File: src/rtl/alu_seq_pkg.sv
// Shared opcodes, FSM states and flag bit positions
// for the sequential ALU core.
package alu_seq_pkg;

  localparam logic [3:0] OP_ADD  = 4'h0;
  localparam logic [3:0] OP_SUB  = 4'h1;
  localparam logic [3:0] OP_ADC  = 4'h2;
  localparam logic [3:0] OP_SBC  = 4'h3;
  localparam logic [3:0] OP_AND  = 4'h4;
  localparam logic [3:0] OP_OR   = 4'h5;
  localparam logic [3:0] OP_XOR  = 4'h6;
  localparam logic [3:0] OP_MUL  = 4'h7;
  localparam logic [3:0] OP_SLL  = 4'h8;
  localparam logic [3:0] OP_SRL  = 4'h9;
  localparam logic [3:0] OP_SRA  = 4'hA;
  localparam logic [3:0] OP_PASS = 4'hF;

  typedef enum logic [1:0] {
    ST_IDLE = 2'd0,
    ST_EXEC = 2'd1,
    ST_DONE = 2'd2
  } state_t;

  localparam int FLG_Z = 3;
  localparam int FLG_N = 2;
  localparam int FLG_C = 1;
  localparam int FLG_V = 0;

endpackage

File: src/rtl/alu_addsub.sv
// Ripple-carry adder with optional B inversion;
// reports carry-out and signed overflow.
module alu_addsub #(
  parameter int WIDTH = 8
) (
  input  logic [WIDTH-1:0] a,
  input  logic [WIDTH-1:0] b,
  input  logic             cin,
  input  logic             invert_b,
  output logic [WIDTH-1:0] sum,
  output logic             cout,
  output logic             v
);

  logic [WIDTH-1:0] bx;
  logic             carry;
  logic             c_msb;

  assign bx = invert_b ? ~b : b;

  always_comb begin
    carry = cin;
    c_msb = 1'b0;
    sum   = '0;
    for (int i = 0; i < WIDTH; i++) begin
      if (i == WIDTH - 1) c_msb = carry;
      sum[i] = a[i] ^ bx[i] ^ carry;
      carry  = (a[i] & bx[i]) | (carry & (a[i] ^ bx[i]));
    end
  end

  assign cout = carry;
  assign v    = carry ^ c_msb;

endmodule

File: src/rtl/alu_seq_core.sv
// Sequential ALU: accumulator, flag register, iterative
// shifts and shift-add multiply behind valid/ready.
module alu_seq_core
  import alu_seq_pkg::*;
#(
  parameter int WIDTH = 8
) (
  input  logic             clk,
  input  logic             reset,
  input  logic             in_valid,
  output logic             in_ready,
  input  logic [3:0]       op,
  input  logic [WIDTH-1:0] a,
  input  logic [WIDTH-1:0] b,
  input  logic             use_acc,
  output logic             out_valid,
  input  logic             out_ready,
  output logic [WIDTH-1:0] result,
  output logic [3:0]       flags,
  output logic             busy
);

  localparam int SHAMT_W = $clog2(WIDTH);
  localparam int CNT_W   = $clog2(WIDTH + 1);

  state_t             state;
  logic [3:0]         op_q;
  logic [WIDTH-1:0]   acc;
  logic [WIDTH-1:0]   mcand;
  logic [WIDTH-1:0]   hi;
  logic [WIDTH-1:0]   lo;
  logic [WIDTH-1:0]   sh;
  logic [CNT_W-1:0]   cnt;

  logic               fire;
  logic [WIDTH-1:0]   opa_in;
  logic [SHAMT_W-1:0] n_in;
  logic               is_mul_in;
  logic               is_shift_in;

  logic [WIDTH-1:0]   ad_a;
  logic [WIDTH-1:0]   ad_b;
  logic               ad_cin;
  logic               ad_inv;
  logic [WIDTH-1:0]   ad_sum;
  logic               ad_cout;
  logic               ad_v;

  logic [WIDTH-1:0]   alu_res;
  logic               alu_c;
  logic               alu_v;
  logic [WIDTH-1:0]   sh_nxt;
  logic               sh_c;
  logic [WIDTH-1:0]   hi_nxt;
  logic [WIDTH-1:0]   lo_nxt;

  logic               fin;
  logic [WIDTH-1:0]   fin_res;
  logic               fin_c;
  logic               fin_v;

  assign in_ready = !reset &&
    (state == ST_IDLE || (state == ST_DONE && out_ready));
  assign busy     = (state == ST_EXEC);
  assign fire     = in_valid && in_ready;
  assign opa_in   = use_acc ? acc : a;
  assign n_in     = b[SHAMT_W-1:0];

  assign is_mul_in   = (op == OP_MUL);
  assign is_shift_in = (op == OP_SLL) || (op == OP_SRL) ||
                       (op == OP_SRA);

  // One adder serves both accept-time add/sub and MUL steps
  always_comb begin
    ad_a   = opa_in;
    ad_b   = b;
    ad_cin = 1'b0;
    ad_inv = 1'b0;
    if (state == ST_EXEC) begin
      ad_a = hi;
      ad_b = lo[0] ? mcand : '0;
    end else begin
      unique case (op)
        OP_SUB: begin
          ad_inv = 1'b1;
          ad_cin = 1'b1;
        end
        OP_ADC: ad_cin = flags[FLG_C];
        OP_SBC: begin
          ad_inv = 1'b1;
          ad_cin = flags[FLG_C];
        end
        default: ;
      endcase
    end
  end

  alu_addsub #(.WIDTH(WIDTH)) u_addsub (
    .a        (ad_a),
    .b        (ad_b),
    .cin      (ad_cin),
    .invert_b (ad_inv),
    .sum      (ad_sum),
    .cout     (ad_cout),
    .v        (ad_v)
  );

  always_comb begin
    alu_res = opa_in;
    alu_c   = 1'b0;
    alu_v   = 1'b0;
    unique case (op)
      OP_ADD, OP_SUB, OP_ADC, OP_SBC: begin
        alu_res = ad_sum;
        alu_c   = ad_cout;
        alu_v   = ad_v;
      end
      OP_AND:  alu_res = opa_in & b;
      OP_OR:   alu_res = opa_in | b;
      OP_XOR:  alu_res = opa_in ^ b;
      default: ;
    endcase
  end

  always_comb begin
    sh_nxt = sh;
    sh_c   = 1'b0;
    unique case (op_q)
      OP_SLL: begin
        sh_nxt = {sh[WIDTH-2:0], 1'b0};
        sh_c   = sh[WIDTH-1];
      end
      OP_SRL: begin
        sh_nxt = {1'b0, sh[WIDTH-1:1]};
        sh_c   = sh[0];
      end
      OP_SRA: begin
        sh_nxt = {sh[WIDTH-1], sh[WIDTH-1:1]};
        sh_c   = sh[0];
      end
      default: ;
    endcase
  end

  // Partial product and multiplier shift right together
  assign hi_nxt = {ad_cout, ad_sum[WIDTH-1:1]};
  assign lo_nxt = {ad_sum[0], lo[WIDTH-1:1]};

  always_comb begin
    fin     = 1'b0;
    fin_res = '0;
    fin_c   = 1'b0;
    fin_v   = 1'b0;
    if (state == ST_EXEC) begin
      fin = (cnt == CNT_W'(1));
      if (op_q == OP_MUL) begin
        fin_res = lo_nxt;
        fin_c   = |hi_nxt;
      end else begin
        fin_res = sh_nxt;
        fin_c   = sh_c;
      end
    end else if (fire) begin
      if (is_shift_in) begin
        fin     = (n_in == '0);
        fin_res = opa_in;
      end else if (!is_mul_in) begin
        fin     = 1'b1;
        fin_res = alu_res;
        fin_c   = alu_c;
        fin_v   = alu_v;
      end
    end
  end

  always_ff @(posedge clk) begin
    if (reset) begin
      state     <= ST_IDLE;
      op_q      <= OP_PASS;
      acc       <= '0;
      result    <= '0;
      flags     <= '0;
      out_valid <= 1'b0;
      cnt       <= '0;
      mcand     <= '0;
      hi        <= '0;
      lo        <= '0;
      sh        <= '0;
    end else begin
      if (state == ST_EXEC) begin
        cnt <= cnt - CNT_W'(1);
        if (op_q == OP_MUL) begin
          hi <= hi_nxt;
          lo <= lo_nxt;
        end else begin
          sh <= sh_nxt;
        end
      end else if (fire) begin
        op_q  <= op;
        mcand <= opa_in;
        sh    <= opa_in;
        hi    <= '0;
        lo    <= b;
        cnt   <= is_mul_in ? CNT_W'(WIDTH) : CNT_W'(n_in);
        if (!fin) begin
          state     <= ST_EXEC;
          out_valid <= 1'b0;
        end
      end else if (state == ST_DONE && out_ready) begin
        state     <= ST_IDLE;
        out_valid <= 1'b0;
      end
      if (fin) begin
        result    <= fin_res;
        acc       <= fin_res;
        flags     <= {fin_res == '0, fin_res[WIDTH-1], fin_c, fin_v};
        state     <= ST_DONE;
        out_valid <= 1'b1;
      end
    end
  end

endmodule

File: config.mk
export PLATFORM = sky130hd
export DESIGN_NAME = alu_seq_core
export DESIGN_NICKNAME = d
export VERILOG_FILES = /design/src/rtl/alu_seq_pkg.sv /design/src/rtl/alu_addsub.sv /design/src/rtl/alu_seq_core.sv
export SDC_FILE = /design/constraint.sdc
export NUM_CORES = 1
export LEC_CHECK = 0
export CAP_MARGIN = 20
export CORE_ASPECT_RATIO = 1.25
export CORE_MARGIN = 5
export CORE_UTILIZATION = 47
export DETAILED_ROUTE_END_ITERATION = 12
export GPL_TIMING_DRIVEN = 0
export PLACE_DENSITY = 0.81
export SYNTH_ARGS = -nofsm -noshare
export SYNTH_HDL_FRONTEND = slang
export SYNTH_HIERARCHICAL = 1
export SYNTH_SLANG_ARGS = --single-unit
export TNS_END_PERCENT = 20
File: constraint.sdc
create_clock -name clk -period 7 [get_ports clk]
set_clock_uncertainty 0.05 [all_clocks]
set_input_delay 1.4 -clock clk [delete_from_list [all_inputs] [get_ports clk]]
set_output_delay 1.4 -clock clk [all_outputs]
set_load 0.01 [all_outputs]
==> flow_summary.ini, run 1 <==
[sta]
drv_slew = 0
hold_viol_final = 0
setup_viol = 0
fmax_ghz = 0.1482
worst-slew-pin-transition_ns = 0.8468
period_minus_slack_ns = 6.749
slew_headroom = 0.4193
setup_tns_ns = 0
timing.hold.ws_ns = 0.4429
period_share = 0.9642
rsz0062_at_grt = false

[logic_synthesis]
synth_area_um2 = 3697
postSynthAreaPerCell_um2 = 7.703
ys_seq_area_frac = 0.2870
synth_cell_types = 65
synth.top_cell.area_share = 0.2870
async_reset_ff_frac = 0
yosysWarnings = 6
synthFlopType = dfxtp_1
yosys.area.top_type = dfxtp_1
syn_nets = 531
synth-seq-cells = 53
synth-edff-count = 0
yosys-top-cells-area = dfxtp_1 29%, nor2_1 7.9%, ha_1 6.1%
syn-instance-count = 480

[floorplanning]
core_um2 = 7747
chipHeight_um = 109.2
die_area_um2 = 9752
rows = 36
io_pins = 40
die_x_um = 89.33
initial_utilization = 0.4772

[power]
p_per_area_nw_per_um2 = 201.8
leakagePower_nw = 1.831
peakVddDrop_uv = 101.0

[critical_path]
reg2reg_depth = 24
r2r_end = flags[3]$_SDFFE_PP0P_
worstPathRequired_ns = 7.19
arrival_ns = 6.94
path_cells = clkdlybuf4s50_1 > buf_2 > and3_1 > buf_6 > xor2_2 > fa_1 > inv_1 > fa_2 > fa_2 > fa_2 > fa_1 > fa_1 > fa_2 > inv_1 > fa_2 > nand2b_1 > o31ai_1 > o311ai_2 > o211ai_1 > or4_4 > o31ai_2
end_kind = flop
critical_path_class = input port to flop
cp_top_family = adder cells
rrSetupSlack_ns = 0.42
crit_buf_inv = 5
crit_path_frequent_cell = fa_2
cp_max_fo = 10
start_kind = input port
critPathMaxStageDelay_ns = 0.48
cp_slowest_cell = fa_2
timing.rr.start = out_valid$_SDFFE_PP0P_

[routing]
wl_mm = 12.52
drt_iter0_drc = 494
firstDrtPassIters = 5
vias = 3914
drtAntennaViolNets = 0
post-route-drc-count = 0
wl_per_cell_um = 20.03
viasPerCell = 6.262

[place]
place.gp.congestion = 1.039
place_area_um2 = 4187
port_buffers = 37
dpl.hpwl_mm = 9.230

[clock_tree]
clk_latency_ns = 0.31
htree_levels = 2
clkTransAtPathRegs_ns = 0.11
clock-sinks = 53
cts-root-buf = clkbuf_8
numCtsBuffers = 5
clk_path_buf_depth = 2
cts_tree = built

[hold_path]
hold_path.class = flop to flop
hp-start = flags[3]$_SDFFE_PP0P_
whs_path_depth = 2
hold_end = flags[3]$_SDFFE_PP0P_

[layout]
post_route_cells_drive_above_1_share = 0.08302
final_cell_mix = 77 x nor2_1, 55 x nand2_1, 53 x dfxtp_1
antennaDiodeCount = 0
areaGrowthSynthToFinish_pct = 19.09
final_common_cell = nor2_1
num-nets-final = 580
fin_area_um2 = 4403

[global_route]
grt_pass1_wl_mm = 19.73
grt_usage = 0.2649
grt.overflow.total = 0
antenna_found_initial = 0
grt_max_degree = 17
grt_pass1_vias = 3864

[outcome]
status = completed

[job]
cap_violations = 0
[stage by stage]
step	utilization	std cells	power [mW]	worst slack [ns]
finish	0.5683	625	0.8883	0.2508
global route	0.5683	625	0.9294	0.1140
CTS	0.5641	623	0.8793	0.003036
detailed placement	0.5404	612	0.6594	-1.329
global placement	0.5404	612	0.6472	-1.217
floorplan	-	480	0.5532	0.1098
[logic make-up (layout without fill, tap and decap cells)]
| logic type | count (synthesis) | in the layout | synth area share |
|---|---|---|---|
| AND/OR/NAND/NOR | 186 | 186 | 0.2301 |
| AO/OA/AOI/OAI | 113 | 113 | 0.2227 |
| buffers and inverters | 75 | 125 | 0.08663 |
| flip-flops | 53 | 53 | 0.2870 |
| adder cells (fa/ha/maj) | 26 | 26 | 0.1042 |
| multiplexers | 16 | 16 | 0.04332 |
| XOR/XNOR | 11 | 11 | 0.02606 |
[how the worst max path moves through the flow]
stage / startpoint / to / slack [ns] / cells after the start
after floorplan: op[3] / flags[3]$_SDFFE_PP0P_ / 0.11 / 22
after global placement: op[3] / flags[3]$_SDFFE_PP0P_ / -1.22 / 23
after detailed placement: op[3] / flags[3]$_SDFFE_PP0P_ / -1.33 / 23
after CTS: op[2] / flags[3]$_SDFFE_PP0P_ / 0.003 / 22
after global routing: op[0] / flags[3]$_SDFFE_PP0P_ / 0.11 / 21
final: op[0] / flags[3]$_SDFFE_PP0P_ / 0.25 / 21
[per-layer routing]
metal / vias to the layer above / track usage / routed length [µm]
met5: - / 0 / 0
met4: 0 / 0.1883 / 845
met3: 65 / 0.03401 / 992
met2: 243 / 0.4067 / 5847
met1: 1832 / 0.3367 / 4832
li1: 1774 / - / -
[Yosys cell counts, drive strengths merged (3+ instances only)]
cell and n:
buf 14, nand4 3, a311oi 8, o22ai 10
nor2b 3, clkbuf 21, and2 3, nor3 16
inv 39, dfxtp 53, nand2b 6, a211oi 15
nand3b 3, ha 18, o31ai 3, nor2 78
a221oi 5, mux2i 16, o311a 3, fa 8
nand2 55, a22oi 11, o21ai 6, or3 3
xnor2 8, a21oi 25, xor2 3
[state kept, by name (all words and copies together) (netlist names)]
register,flops
acc,7
cnt,4
flags,4
hi,8
lo,8
mcand,8
op_q,4
out_valid,1
sh,8
state,1
[tightest hold or removal path, stage by stage, from the launching register on]
cell and delay (ns):
dfxtp_1 0.33, nand2_1 0.07, o31ai_2 0.06
[repair_timing]
item	in CTS	in global routing
hold buffers	0	0
resized for setup	15	5
setup buffers	3	2
pin swaps	2	3
endpoints found under the setup margin	4	1
[power breakdown]
part	internal [mW]	switching, mW
Sequential	0.327	0.0226
Clock	0.108	0.106
Combinational	0.131	0.195
Total	0.565	0.324
[final cells by class]
type | instances | area (µm²)
fillers | 735 | 3344
clock inverters | 2 | 38.79
inverters | 40 | 151.4
multi-input cells | 352 | 2351
clock buffers | 6 | 72.57
plain buffers | 35 | 196.4
flip-flops and latches | 53 | 1061
repair buffers | 42 | 412.9
well taps | 95 | 118.9
Power figures use the tool's default switching activity.
==> inputs of run 2 (changes only) <==
- CORE_ASPECT_RATIO: 1.25 -> unset
- SYNTH_HIERARCHICAL: 1 -> unset
==> run 2 against run 1 <==
Net effect:
- sequential share of layout area is 0.43 points lower
- via count rose by 0.43%
- total power grew 11%
- die area increased by 2.7%
- critical path depth unchanged
- non-clock buffer count down 3
- fmax is 0.59% higher
- cell area is 1.8% higher
- sequential cell count unchanged
- global-route usage is 0.86 points lower
- count of clock-buffer cells in the layout grew 1
==> flow_summary.ini, run 2 <==
[global_route]
grt_pass1_vias = 3756
grt.overflow.total = 0
grt.busiest_layer = met2
antenna_found_initial = 0
grt_pass1_wl_mm = 20.20
grtUsageMet3 = 0.04934
grt_util_met1 = 0.3502
use_met2 = 0.4053
grt_usage = 0.2563
grt_max_degree = 16

[place]
place.gp.congestion = 1.006
dp.cells = 619
dpl.hpwl_mm = 9.796
port_buffers = 37

[power]
pwr-share-seq = 0.374
leakagePower_nw = 1.787
p_per_area_nw_per_um2 = 220.2
clockPowerShare = 0.177
internal_power_mw = 0.5858
p_comb_frac = 0.449
netSwitchingFraction = 0.4065
peakVddDrop_uv = 122.9
p_switching_mw = 0.4013

[layout]
final_common_cell = nand2_1
antennaDiodeCount = 0
post_route_cells_drive_above_1_share = 0.08762
final_cell_mix = 63 x nand2_1, 53 x dfxtp_1, 40 x nor2_1
postLayoutCoreUtil = 0.5742
n_fill_cell = 755
final_cells = 627
regArea_um2 = 1061
areaGrowthSynthToFinish_pct = 17.55
multi_input_area_um2 = 2519
num-nets-final = 575

[critical_path]
worstPathRequired_ns = 7.17
cp_slowest_cell = fa_2
cp_max_fo = 11
end_kind = flop
crit_buf_inv = 5
worstSetupPathDepth = 21
arrival_ns = 6.87
cp_top_family = adder cells
reg2reg_depth = 23
critical_path_class = input port to flop
timing.rr.start = out_valid$_SDFFE_PP0P_
start_kind = input port
critPathMaxStageDelay_ns = 0.57
crit_start = op[2]
path_cells = dlygate4sd2_1 > buf_4 > nor2_4 > nand3_4 > xor2_1 > fa_2 > fa_1 > fa_2 > fa_1 > fa_1 > inv_1 > fa_1 > inv_1 > fa_2 > fa_2 > inv_1 > o221ai_2 > o211ai_1 > a221oi_2 > nor4_1 > a31o_1

[floorplanning]
core_um2 = 7807
die_area_um2 = 10020
initial_utilization = 0.4885
die_x_um = 100.1
io_pins = 40
rows = 32
chipHeight_um = 100.1

[routing]
post-route-drc-count = 0
wl_per_cell_um = 20.33
firstDrtPassIters = 5
vias = 3931
viasPerCell = 6.270
drtAntennaViolNets = 0
wl_mm = 12.75
drt_iter0_drc = 346

[sta]
period_minus_slack_ns = 6.709
slew_headroom = 0.4272
hold_viol_final = 0
worst-slew-pin-transition_ns = 0.8353
period_share = 0.9585
fmax_ghz = 0.1490
setup_viol = 0
drv_slew = 0
rsz0062_at_grt = false

[logic_synthesis]
syn-instance-count = 480
postSynthAreaPerCell_um2 = 7.945
synth-seq-cells = 53
synth_commonest_cells = 63 x nand2_1, 53 x dfxtp_1, 41 x nor2_1, 34 x inv_1, 21 x a21oi_1
ys_seq_area_frac = 0.2782
yosys.area.top_type = dfxtp_1
syn_nets = 531
synth_cell_types = 59
synth.top_cell.area_share = 0.2782
yosysMostFrequentCell = nand2_1
async_reset_ff_frac = 0
yosysWarnings = 0
synth_area_um2 = 3814
synth-edff-count = 0
synthFlopType = dfxtp_1
yosys-top-cells-area = dfxtp_1 28%, nand2_1 6.2%, ha_1 5.9%

[clock_tree]
postCtsHoldBufs = 0
cts-root-buf = clkbuf_8
clk_path_buf_depth = 2
clock-sinks = 53
clkTransAtPathRegs_ns = 0.10
clk_latency_ns = 0.31
htree_levels = 2
numCtsBuffers = 5
cts_tree = built

[outcome]
status = completed

[job]
cap_violations = 0

[hold_path]
whs_path_depth = 2
hold_path.class = flop to flop
hp-start = acc[1]$_SDFFE_PP0P_
run 2: cell types whose count changed after synthesis, sizes merged, moves of 8 or more:
cell | previous run | this run
o21ai | 6 | 19
nor3 | 16 | 6
nand3 | 2 | 11
nor2 | 78 | 41
a21boi | 0 | 10
nand2 | 55 | 63
run 2: metal layers:
| metal | vias to the layer above | routed length, µm |
|---|---|---|
| li1 | 1806 | - |
| met1 | 1838 | 5391 |
| met5 | - | 0 |
| met3 | 42 | 1250 |
| met4 | 0 | 430 |
| met2 | 245 | 5673 |
run 2: logic make-up (layout without fill, tap and decap cells):
| group | count (synthesis) | in the layout | synth area share |
|---|---|---|---|
| muxes | 20 | 20 | 0.05380 |
| AOI/OAI and AO/OA | 140 | 140 | 0.2690 |
| buffers and inverters | 71 | 116 | 0.07677 |
| DFF | 53 | 53 | 0.2782 |
| and+or+nand+nor | 160 | 160 | 0.1982 |
| adders and majority gates | 26 | 26 | 0.1010 |
| xor gates and xnor gates | 10 | 10 | 0.02297 |
run 2: final cells by class:
cell class / instances / share of cell area
multi-input cells: 356 / 0.5618
flip-flops and latches: 53 / 0.2367
repair buffers: 39 / 0.08596
plain buffers: 35 / 0.03991
inverters: 34 / 0.02847
well taps: 102 / 0.02847
clock buffers: 7 / 0.01702
clock inverters: 1 / 0.001675
run 2: path summary, 6_finish.rpt:
path	end	slack (ns)
max reg2reg	flags[3]$_SDFFE_PP0P_	0.44
max	flags[3]$_SDFFE_PP0P_	0.29
min reg2reg	acc[1]$_SDFFE_PP0P_	0.43
min	acc[1]$_SDFFE_PP0P_	0.43
run 2: worst min-delay path: cells and delay by family (launching register included):
family | cells | cell delay [ns]
DFF | 1 | 0.34
and+or+nand+nor | 1 | 0.06
AOI/OAI and AO/OA | 1 | 0.05
run 2: power groups by stage:
stage | Combinational [mW] | Clock, mW | Sequential, mW
after floorplan | 0.282 | 0 | 0.365
after global placement | 0.407 | 0 | 0.372
after detailed placement | 0.416 | 0 | 0.373
after CTS | 0.429 | 0.176 | 0.367
after global routing | 0.482 | 0.188 | 0.373
final | 0.443 | 0.174 | 0.369
run 2: per-stage QoR:
stage	hold slack (ns)	total power, mW	instance area [µm²]	setup TNS [ns]	worst slack, ns
6_report	0.4336	0.9870	4483	0	0.2907
5_1_grt	0.4731	1.043	4483	0	0.01463
4_1_cts	0.4412	0.9715	4444	0	0.04975
3_5_place_dp	0.4274	0.7899	4317	-3.419	-1.037
3_3_place_gp	0.4069	0.7787	4317	-2.997	-0.9781
2_1_floorplan	0.4077	0.6464	3819	0	0.1104
run 2: timing repair:
| action | 4_1_cts | 5_1_grt |
|---|---|---|
| buffers inserted | 2 | 0 |
| gates resized for setup | 14 | 12 |
| pin swaps | 2 | 2 |
| endpoints found under the hold margin | 0 | 0 |
| endpoints found under the setup margin | 4 | 3 |
==> inputs of run 3 (changes only) <==
- CTS_CLUSTER_DIAMETER: unset -> 60
- DONT_BUFFER_PORTS: unset -> 1
- PLACE_DENSITY: 0.81 -> 0.74
==> run 3 against run 2 <==
Net effect:
- first-iteration DRC count is 17% higher
- sequential power up 1%
- highest routed layer unchanged
- critical endpoint unchanged
- largest power group unchanged
- sequential cell count stayed put
- count of clock-buffer cells in the layout shrank 2
- cell area fell by 8.0%
- setup slack lost 0.079 ns
==> flow_summary.ini, run 3 (synthesis gave the netlist of run 2 again) <==
[routing]
wl_mm = 12.89
drt_iter0_drc = 406
viasPerCell = 6.510
wl_per_cell_um = 21.70
vias = 3867
post-route-drc-count = 0
firstDrtPassIters = 6
drtAntennaViolNets = 0

[layout]
postLayoutCoreUtil = 0.5280
final_cell_mix = 63 x nand2_1, 53 x dfxtp_1, 40 x nor2_1
antennaDiodeCount = 0
final_common_cell = nand2_1
areaGrowthSynthToFinish_pct = 8.104
post_route_cells_drive_above_1_share = 0.1037
regArea_um2 = 1061
n_fill_cell = 753
num-nets-final = 542
multi_input_area_um2 = 2500

[floorplanning]
die_area_um2 = 10020
die_x_um = 100.1
initial_utilization = 0.4885
io_pins = 40
rows = 32
core_um2 = 7807
chipHeight_um = 100.1

[critical_path]
critPathMaxStageDelay_ns = 0.59
start_kind = input port
crit_buf_inv = 5
path_cells = buf_2 > clkbuf_4 > mux2i_1 > nor4_1 > fa_1 > fa_1 > fa_1 > fa_1 > fa_1 > inv_1 > fa_1 > inv_1 > fa_1 > fa_2 > inv_1 > o221ai_1 > o211ai_1 > a221oi_2 > nor4_1 > a31o_1
critical_path_class = input port to flop
worstPathRequired_ns = 7.18
crit_path_frequent_cell = fa_1
cp_top_family = adder cells
cp_slowest_cell = fa_2
end_kind = flop
arrival_ns = 6.97
cp_max_fo = 10

[clock_tree]
clock-sinks = 53
clk_path_buf_depth = 2
cts_tree = built
htree_levels = 2
clk_latency_ns = 0.33
cts-root-buf = clkbuf_8
clkTransAtPathRegs_ns = 0.12
numCtsBuffers = 5

[global_route]
grt_pass1_vias = 3649
antenna_found_initial = 0
grt_usage = 0.2538
grt_max_degree = 19
grt.overflow.total = 0
grt_pass1_wl_mm = 19.91

[sta]
setup_tns_ns = 0
drv_slew = 0
period_share = 0.9697
fin_ws_ns = 0.2119
hold_viol_final = 0
fmax_ghz = 0.1473
rsz0062_at_grt = false
setup_viol = 0
slew_headroom = 0.4657
worst-slew-pin-transition_ns = 0.7792
period_minus_slack_ns = 6.788

[hold_path]
hold_path.class = flop to flop

[power]
netSwitchingFraction = 0.4213
p_switching_mw = 0.4086
clockPowerShare = 0.193
p_per_area_nw_per_um2 = 235.3
leakagePower_nw = 1.658
power.total_mw = 0.9699
internal_power_mw = 0.5613
peakVddDrop_uv = 120.2
pwr-share-seq = 0.385
p_comb_frac = 0.422

[place]
dpl.hpwl_mm = 9.595
port_buffers = 0
place_ws_ns = -0.5039
place.gp.congestion = 1.001

[outcome]
status = completed

[job]
cap_violations = 0
==> run 3: cell count changes in the layout (fill, tap and decap cells not counted), moves of 2 or more <==
cell / change
dlygate4sd2_1: -2
clkbuf_2: +3
clkdlybuf4s50_1: -34
fa_1: +3
buf_6: -2
buf_2: +3
fa_2: -3
clkbuf_1: -3
buf_4: +2
==> run 3: cell type report <==
class	count	area share
buffer	36	0.04158
clock buffer	5	0.01669
clock inverter	3	0.006070
inverter	34	0.03187
multi-input combinational	356	0.6064
sequential	53	0.2574
tap	102	0.03096
timing repair buffer	5	0.009105
==> run 3: final timing paths <==
check,startpoint,to,slack [ns],depth (start not counted)
setup reg to reg,out_valid$_SDFFE_PP0P_,flags[3]$_SDFFE_PP0P_,0.31,23
hold / removal,mcand[5]$_SDFFE_PP0P_,mcand[5]$_SDFFE_PP0P_,0.46,2
hold reg to reg,mcand[5]$_SDFFE_PP0P_,mcand[5]$_SDFFE_PP0P_,0.46,2
setup / recovery,op[1],flags[3]$_SDFFE_PP0P_,0.21,20
==> run 3: per-stage QoR <==
step	instance area [µm²]	hold slack, ns	std cells
floorplan	3819	0.4077	480
global placement	3946	0.4277	582
detailed placement	3946	0.4342	582
CTS	4058	0.4571	589
global route	4123	0.4774	594
finish	4123	0.4559	594
==> run 3: what timing repair did <==
| action | 4_1_cts | 5_1_grt |
|---|---|---|
| endpoints found under the setup margin | 2 | 2 |
| endpoints found under the hold margin | 0 | 0 |
| pin swaps | 0 | 1 |
| gates resized for setup | 5 | 13 |
| buffers inserted | 0 | 5 |
| hold buffers | 0 | 0 |
==> run 3: worst register-to-register path: stages (launching register included) <==
cell and delay (ns):
dfxtp_1 0.44, nand2b_1 0.14, buf_2 0.28, clkinvlp_4 0.26, and2_0 0.20, clkbuf_1 0.22
a21boi_2 0.24, xor2_1 0.12, fa_1 0.43, fa_1 0.47, fa_1 0.46, fa_1 0.46
fa_1 0.43, inv_1 0.09, fa_1 0.17, inv_1 0.06, fa_1 0.49, fa_2 0.59
inv_1 0.05, o221ai_1 0.18, o211ai_1 0.14, a221oi_2 0.34, nor4_1 0.09, a31o_1 0.21
==> run 3: power by group through the flow <==
stage                     clock network, mW  registers, mW  logic (mW)
final                                 0.187          0.374       0.409
after CTS                             0.189          0.371       0.387
after global routing                  0.200          0.377       0.440
after global placement                    0          0.376       0.376
after detailed placement                  0          0.378       0.384
after floorplan                           0          0.365       0.282
==> run 3: routing by layer <==
metal	global-route usage	routed length, µm	vias to the layer above
met5	0	0	-
met4	0.07150	373	0
met3	0.06393	1559	40
met2	0.4007	5651	255
met1	0.3449	5304	1833
li1	-	-	1739
